$ cat config.mk
export PLATFORM = sky130hd
export DESIGN_NAME = seq_divider32
export DESIGN_NICKNAME = d
export VERILOG_FILES = /design/src/rtl/arith_pkg.sv /design/src/rtl/seq_divider32_div_step.sv /design/src/rtl/seq_divider32.sv
export SDC_FILE = /design/constraint.sdc
export NUM_CORES = 1
export LEC_CHECK = 0
export ABC_AREA = 1
export BUFFER_PORTS_ARGS = -buffer_cell sky130_fd_sc_hd__buf_2
export CORE_ASPECT_RATIO = 1.25
export CORE_UTILIZATION = 55
export CTS_CLUSTER_SIZE = 20
export DETAILED_ROUTE_END_ITERATION = 12
export PLACE_DENSITY = 0.83
export SETUP_SLACK_MARGIN = 0.02
export SYNTH_ARGS = -nofsm -noshare
export SYNTH_HDL_FRONTEND = slang
export SYNTH_SLANG_ARGS = --single-unit
$ cat constraint.sdc
create_clock -name i_clk -period 2.3 [get_ports i_clk]
set_input_delay 0.46 -clock i_clk [delete_from_list [all_inputs] [get_ports i_clk]]
set_output_delay 0.46 -clock i_clk [all_outputs]
set_load 0.005 [all_outputs]
$ cat src/rtl/arith_pkg.sv
// Shared definitions for the arithmetic block: divider FSM states and counter sizing.
// Latency: n/a (types and constant functions only).
// Backpressure: n/a.
package arith_pkg;

  // Divider controller states.
  typedef enum logic [1:0] {
    ST_IDLE = 2'd0,
    ST_CALC = 2'd1,
    ST_FIX  = 2'd2
  } state_t;

  // Width of an iteration counter able to hold 0..w.
  function automatic int cnt_width(input int w);
    return $clog2(w + 1);
  endfunction

endpackage

$ cat src/rtl/seq_divider32_div_step.sv
// One restoring shift-subtract iteration of the divider, purely combinational.
// Latency: 0 cycles.
// Backpressure: none; output follows inputs.
//
// Ports:
//   i_partial_rem  current partial remainder (always < divisor)
//   i_dividend_msb next dividend bit shifted into the remainder
//   i_divisor      divisor magnitude
//   o_partial_rem  partial remainder after this step
//   o_q_bit        quotient bit produced by this step
module div_step #(
  parameter int WIDTH = 32
) (
  input  logic [WIDTH-1:0] i_partial_rem,
  input  logic             i_dividend_msb,
  input  logic [WIDTH-1:0] i_divisor,
  output logic [WIDTH-1:0] o_partial_rem,
  output logic             o_q_bit
);

  logic [WIDTH:0] w_shifted;
  logic [WIDTH:0] w_diff;

  always_comb begin
    // The shifted remainder needs WIDTH+1 bits: the old remainder may have
    // its MSB set when the divisor is large. The difference always fits in
    // WIDTH+1 signed bits, so its top bit is the borrow/sign.
    w_shifted     = {i_partial_rem, i_dividend_msb};
    w_diff        = w_shifted - {1'b0, i_divisor};
    o_q_bit       = ~w_diff[WIDTH];
    o_partial_rem = o_q_bit ? w_diff[WIDTH-1:0] : w_shifted[WIDTH-1:0];
  end

endmodule

$ cat src/rtl/seq_divider32.sv
// Multi-cycle signed/unsigned integer divider (restoring, one quotient bit per clock).
// Latency: done pulses WIDTH+2 edges after the start edge (2 edges on divide-by-zero).
// Backpressure: start is only sampled while idle; starts during busy are dropped.
//
// Ports:
//   i_clk, i_rst_n        clock, synchronous active-low reset
//   i_start               request, sampled only in idle
//   i_is_signed           1 = two's-complement operands (sampled with start)
//   i_dividend, i_divisor operands (sampled with start)
//   o_busy                high while a division is in progress
//   o_done                one-cycle pulse, results valid from this cycle on
//   o_quotient            quotient truncated toward zero
//   o_remainder           remainder with the sign of the dividend
//   o_div_by_zero         set with done when divisor was zero
module seq_divider32
  import arith_pkg::*;
#(
  parameter int WIDTH = 32
) (
  input  logic             i_clk,
  input  logic             i_rst_n,
  input  logic             i_start,
  input  logic             i_is_signed,
  input  logic [WIDTH-1:0] i_dividend,
  input  logic [WIDTH-1:0] i_divisor,
  output logic             o_busy,
  output logic             o_done,
  output logic [WIDTH-1:0] o_quotient,
  output logic [WIDTH-1:0] o_remainder,
  output logic             o_div_by_zero
);

  localparam int CNT_W = cnt_width(WIDTH);

  state_t           r_state;
  state_t           w_state_nxt;
  logic [CNT_W-1:0] r_cnt;
  logic [WIDTH-1:0] r_rem;        // partial remainder
  logic [WIDTH-1:0] r_dq;         // dividend bits shift out, quotient bits shift in
  logic [WIDTH-1:0] r_dvs;        // divisor magnitude
  logic             r_neg_q;
  logic             r_neg_r;
  logic [WIDTH-1:0] r_quotient;
  logic [WIDTH-1:0] r_remainder;
  logic             r_dz;
  logic             r_done;

  logic [WIDTH-1:0] w_dividend_abs;
  logic [WIDTH-1:0] w_divisor_abs;
  logic [WIDTH-1:0] w_step_rem;
  logic             w_q_bit;
  logic             w_last;

  assign w_dividend_abs = (i_is_signed && i_dividend[WIDTH-1]) ? -i_dividend : i_dividend;
  assign w_divisor_abs  = (i_is_signed && i_divisor[WIDTH-1])  ? -i_divisor  : i_divisor;
  assign w_last         = (r_cnt == CNT_W'(WIDTH - 1));

  div_step #(.WIDTH(WIDTH)) u_step (
    .i_partial_rem  (r_rem),
    .i_dividend_msb (r_dq[WIDTH-1]),
    .i_divisor      (r_dvs),
    .o_partial_rem  (w_step_rem),
    .o_q_bit        (w_q_bit)
  );

  always_comb begin
    w_state_nxt = r_state;
    case (r_state)
      ST_IDLE: if (i_start) w_state_nxt = (i_divisor == '0) ? ST_FIX : ST_CALC;
      ST_CALC: if (w_last)  w_state_nxt = ST_FIX;
      ST_FIX:               w_state_nxt = ST_IDLE;
      default:              w_state_nxt = ST_IDLE;
    endcase
  end

  always_ff @(posedge i_clk) begin
    if (!i_rst_n) begin
      r_state     <= ST_IDLE;
      r_cnt       <= '0;
      r_rem       <= '0;
      r_dq        <= '0;
      r_dvs       <= '0;
      r_neg_q     <= 1'b0;
      r_neg_r     <= 1'b0;
      r_quotient  <= '0;
      r_remainder <= '0;
      r_dz        <= 1'b0;
      r_done      <= 1'b0;
    end else begin
      r_state <= w_state_nxt;
      r_done  <= 1'b0;
      case (r_state)
        ST_IDLE: begin
          if (i_start) begin
            r_dq    <= w_dividend_abs;
            r_dvs   <= w_divisor_abs;
            r_rem   <= '0;
            r_cnt   <= '0;
            r_neg_q <= i_is_signed & (i_dividend[WIDTH-1] ^ i_divisor[WIDTH-1]);
            r_neg_r <= i_is_signed & i_dividend[WIDTH-1];
            r_dz    <= 1'b0;
          end
        end
        ST_CALC: begin
          r_rem <= w_step_rem;
          r_dq  <= {r_dq[WIDTH-2:0], w_q_bit};
          r_cnt <= r_cnt + CNT_W'(1);
        end
        ST_FIX: begin
          r_done <= 1'b1;
          if (r_dvs == '0) begin
            // No iterations ran, so r_dq still holds |dividend|; re-applying
            // the dividend sign recovers the raw dividend.
            r_quotient  <= '1;
            r_remainder <= r_neg_r ? -r_dq : r_dq;
            r_dz        <= 1'b1;
          end else begin
            r_quotient  <= r_neg_q ? -r_dq  : r_dq;
            r_remainder <= r_neg_r ? -r_rem : r_rem;
          end
        end
        default: ;
      endcase
    end
  end

  assign o_busy        = (r_state != ST_IDLE);
  assign o_done        = r_done;
  assign o_quotient    = r_quotient;
  assign o_remainder   = r_remainder;
  assign o_div_by_zero = r_dz;

endmodule

==> metrics.cfg, run 1 <==
[cts]
cts_root_buf=clkbuf_16
cts_sinks=172
ctsHtreeMaxLevel=4
cts_tree=built
cts_made_buffers=17
worstSkewPairLatency_ns=0.45
cts_buffer_depth=2
path_clk_slew_ns=0.07

[worst_setup_path]
cp.required_ns=2.61
path_max_fanout=7
start_kind=register
crit_type=register to register
reg2regPathDepth=18
cp-end-kind=register
cp.arrival_ns=2.53

[yosys]
netlist_top_cells_count=nand2_1, inv_1, nor2_1
yosys_register_bits=172
synthDistinctLibCells=54
synth.top_cell.area_share_pct=24.7
async_flop_share_pct=0
syn_area_sq_um=13900
yosysSeqAreaShare_pct=24.7
synth.top_cells.by_area=dfxtp_1, nand2_1, inv_1
synth_edf_count=0
synthCells=2264
yosysTopAreaCell=dfxtp_1
synth_fp_nets=2370
synth_ff_type=dfxtp_1
yosysWarnings=0
synth_area_per_cell_sq_um=6.15
synth_most_common_cell=nand2_1

[routing]
avgViaCountPerCell=5.73
num_vias=15954
routed_wl_mm=49.7
drtAntennaViolNets=0
dr.pass1.iters=6
drc=0
wl_per_cell_um=17.9
drt_iter0_markers=1625

[global_route]
track_usage_pct=38.5
grt_max_degree=90
first_global_vias=14955
grt_pass1_wl_mm=77.9
antenna_found_initial=0
grt.overflow.total=0

[timing]
max_slew_margin_pct=58.9
worstMarginPinSlew_ns=0.616
setup_viol=0
grt_setup_unrepaired=yes
finalHoldWorstSlack_ns=0.311
max_freq_mhz=450
period_share_pct=96.7
slew_viol_final=0
hold_viol_final=0
finClkSkew_ns=0.0149
min_period_ns=2.22

[layout]
n_fill_cell=2303
antenna_cells=0
drive_gt1_share_pct=21.9
final_nets=2547
syn_to_final_growth_pct=19.4
fin_cells=2782

[hold_path]
holdPathStages=3
hp-class=primary input to register

[placement]
dpl.cell_count=2744
hpwlAfterDp_mm=37.9
gp_congestion=0.983
io_buffers=134

[power]
p_leak_uw=0.00815
power_density_nw_per_um2=917
ir_drop_mv=0.462

[run_status]
outcome=completed

[floorplanning]
die-area_sq_um=26000
rows=64
core_area_sq_um=24700
die_y_um=180
die_w_um=144
initial_core_util_pct=56.5
io_pins=135

[run]
max_cap_violations=0

## critical path, stage by stage (launching register included)
cell	delay, ns
dfxtp_2	0.33
inv_2	0.05
ha_4	0.17
fa_2	0.35
inv_2	0.07
nand2_2	0.04
nand2_2	0.07
nand3_2	0.09
nand2_4	0.09
nand2_4	0.05
nand2_4	0.07
nand2_4	0.08
nand2_4	0.11
nand2_8	0.09
nand2_8	0.12
buf_12	0.15
nand2_4	0.05
nand3_2	0.07
a21oi_2	0.05
## per-layer routing
metal	vias up	share of wire, %	GRT usage [%]
met5	-	0	0
met4	0	5.7	22.3
met3	163	7.5	6.71
met2	762	46	60.9
met1	7333	41	48.7
li1	7696	-	-
## registers in the layout, indices dropped and copies added (netlist names)
signal,count
o_quotient,32
o_remainder,32
r_dq,32
r_dvs,32
r_rem,32
r_cnt,6
r_state,2
o_div_by_zero,1
o_done,1
r_neg_q,1
r_neg_r,1
## layout by cell type, fill, tap and decap left out, drive strengths merged
master	Yosys	layout
or2	11	11
o31ai	1	1
ha	37	37
nor2	197	197
xnor2	24	24
a211oi	3	3
and2	4	4
buf	37	253
nand3b	9	9
nor3	30	30
o21ai	145	145
o221ai	8	8
a21oi	185	185
dfxtp	172	172
nand2	664	665
o22ai	2	2
xor2	50	50
o211a	1	1
a2bb2oi	2	2
bufinv	0	1
nand4	31	31
nor4	10	10
a22oi	21	21
fa	1	1
clkinvlp	0	1
a221oi	2	2
nor3b	1	1
clkbuf	59	21
a311oi	1	1
a31oi	19	19
nand3	205	205
clkinv	2	6
and3	1	1
o211ai	20	20
a21o	1	1
inv	302	305
o21bai	6	6
## metrics by stage
step,power (uW),TNS (ns),utilization (%),setup slack (ns),area (sq um)
after global routing,16200,-0.153,67.5,-0.0359,16600
after detailed placement,11600,-0.612,62.9,-0.0590,15500
after floorplan,9140,0,-,0.0782,13900
after CTS,14500,0,65.3,0.0305,16100
after global placement,11500,0,62.9,0.0214,15500
final,15200,0,67.5,0.0770,16600
## logic make-up (layout without fill, tap and decap cells)
kind of cell / count (synthesis) / count (layout) / share of synthesized area (%)
AOI/OAI and AO/OA: 417 / 417 / 17.4
xor gates and xnor gates: 74 / 74 / 4.65
adders and majority gates: 38 / 38 / 3.47
buffers and inverters: 400 / 587 / 11.4
DFF: 172 / 172 / 24.7
and+or+nand+nor: 1163 / 1164 / 38.4
## final cells by class
cell class	instances	area, sq um	area share, %
inverter	304	1140	6.87
timing repair buffer	253	1690	10.2
clock buffer	21	460	2.77
sequential	172	3480	20.9
tap	330	413	2.48
multi-input combinational	1693	9360	56.3
clock inverter	9	87.6	0.526
## power by group
group	leakage [uW]	internal, uW	switching (uW)
registers	0.00141	3240	353
logic	0.00647	3240	5580
clock network	0.000270	1540	1290
## final timing paths
path	start	to	slack, ns
max	r_dq[31]	r_rem[23]	0.08
min	i_divisor[29]	r_dvs[29]	0.31
max reg2reg	r_dq[31]	r_rem[23]	0.08
min reg2reg	o_div_by_zero	o_div_by_zero	0.47
## what timing repair did
| item | CTS | global route |
|---|---|---|
| resized for setup | 5 | 113 |
| hold endpoints to repair | 0 | 0 |
| buffers inserted | 1 | 6 |
| hold buffers | 0 | 0 |
| pin swaps | 2 | 10 |
| gates cloned | 1 | 0 |
| endpoints found under the setup margin | 23 | 40 |
(Power assumes the default switching activity.)
==> inputs of run 2 (changes only) <==
- CTS_BUF_LIST: default -> sky130_fd_sc_hd__clkbuf_8
==> metrics.cfg, run 2 (synthesis results as in run 1) <==
[run_status]
outcome=completed

[worst_setup_path]
reg2reg_from=r_rem[23]
path_max_fanout=18
cp.required_ns=2.72
reg2reg_to=r_rem[22]
crit_type=register to register
start_kind=register
reg2regPathDepth=11
cp.arrival_ns=2.64
r2r_setup_slack_ns=0.09
cp-end-kind=register

[routing]
avgViaCountPerCell=5.69
num_vias=15806
drc=0
drtAntennaViolNets=0
wl_per_cell_um=17.6
routed_wl_mm=49.0
dr.pass1.iters=5
drt_iter0_markers=1405

[placement]
hpwlAfterDp_mm=37.9
detailedPlace.worstSlack_ns=-0.0590
io_buffers=134
gp_congestion=0.983
dpl.cell_count=2744

[floorplanning]
io_pins=135
core_area_sq_um=24700
rows=64
die-area_sq_um=26000
die_y_um=180
die_w_um=144
initial_core_util_pct=56.5

[power]
p_leak_uw=0.00807
combPwrFrac_pct=60.6
swShare_pct=49.1
p_clk_share_pct=14.6
seqPwrFrac_pct=24.8
p_sw_uw=7080
p_int_uw=7350
ir_drop_mv=0.509
power_density_nw_per_um2=882
p_total_uw=14400

[hold_path]
hp-class=primary input to register
holdPathStages=3
holdPathEnd=r_dvs[29]
min_from=i_divisor[29]

[timing]
grt_setup_unrepaired=yes
finalHoldWorstSlack_ns=0.255
slew_viol_final=0
min_period_ns=2.21
worstMarginPinSlew_ns=0.623
max_slew_margin_pct=58.5
period_share_pct=96.3
max_freq_mhz=452
finClkSkew_ns=0.0204
final.setup.worst_slack_ns=0.0860
tns_ns=0
setup_viol=0
hold_viol_final=0

[cts]
worstSkewPairLatency_ns=0.50
cts_hold_buf=0
path_clk_slew_ns=0.10
cts_sinks=172
cts_buffer_depth=2
cts_tree=built
cts_root_buf=clkbuf_8
cts_made_buffers=17
ctsHtreeMaxLevel=4

[run]
max_cap_violations=0

[layout]
drive_gt1_share_pct=21.5
antenna_cells=0
final_common_cell=nand2_1
fin_cells=2779
final_nets=2544
syn_to_final_growth_pct=17.5
final_cell_mix=nand2_1, inv_1, nor2_1, nand3_1, dfxtp_1

[global_route]
antenna_found_initial=0
grt_max_degree=90
track_usage_pct=38.1
first_global_vias=14926
grt.overflow.total=0
grt_pass1_wl_mm=77.1

==> run 2: layer usage <==
| layer | track usage [%] | up-vias | wire, um |
|---|---|---|---|
| met4 | 22.2 | 0 | 2960 |
| met2 | 60.7 | 731 | 22400 |
| met3 | 6.13 | 175 | 3590 |
| li1 | - | 7692 | - |
| met5 | 0 | - | 0 |
| met1 | 48.1 | 7208 | 20100 |
==> run 2: worst max-delay path by stage <==
stage	from	endpoint	slack, ns	cells past startpoint
2_1_floorplan	r_dq[31]	r_rem[19]	0.08	18
3_3_place_gp	r_dq[31]	r_rem[27]	0.02	16
3_5_place_dp	r_dq[31]	r_rem[22]	-0.06	16
4_1_cts	r_dq[31]	r_rem[23]	0.02	18
5_1_grt	r_dvs[11]	r_rem[20]	-0.003	14
6_report	r_rem[23]	r_rem[22]	0.09	11
==> run 2: final cells by class <==
class,instances,area (sq um)
clock buffer,19,262
clock inverter,11,95.1
fill,2352,8290
inverter,304,1140
multi-input combinational,1693,9320
sequential,172,3470
tap,330,413
timing repair buffer,250,1670
==> run 2: worst max-delay path, cell delays in order, from the launching register on <==
cell and delay (ns):
dfxtp_1 0.46, ha_2 0.35, nand2_1 0.10, nor2_2 0.06, nand2_1 0.12, inv_1 0.09
a21oi_4 0.22, nand3_4 0.18, buf_12 0.21, nand3_1 0.12, nand3_2 0.09, a21oi_2 0.13
==> run 2: through the flow <==
step | utilization [%] | area, sq um
final | 66.4 | 16400
after global routing | 66.4 | 16400
after CTS | 64.5 | 15900
after detailed placement | 62.9 | 15500
after global placement | 62.9 | 15500
after floorplan | - | 13900
==> run 2: repair_timing <==
item                       in CTS  in global routing
gates cloned                    1                  0
setup endpoints to repair      22                 40
resized for setup               5                103
buffers inserted                0                  4
pin swaps                       2                  9
==> run 2: power by group through the flow <==
stage	clock (uW)	combinational (uW)	sequential [uW]
floorplan	0	5660	3480
global placement	0	7910	3580
detailed placement	0	8020	3580
CTS	2100	8120	3520
global route	2220	9580	3600
finish	2100	8750	3580
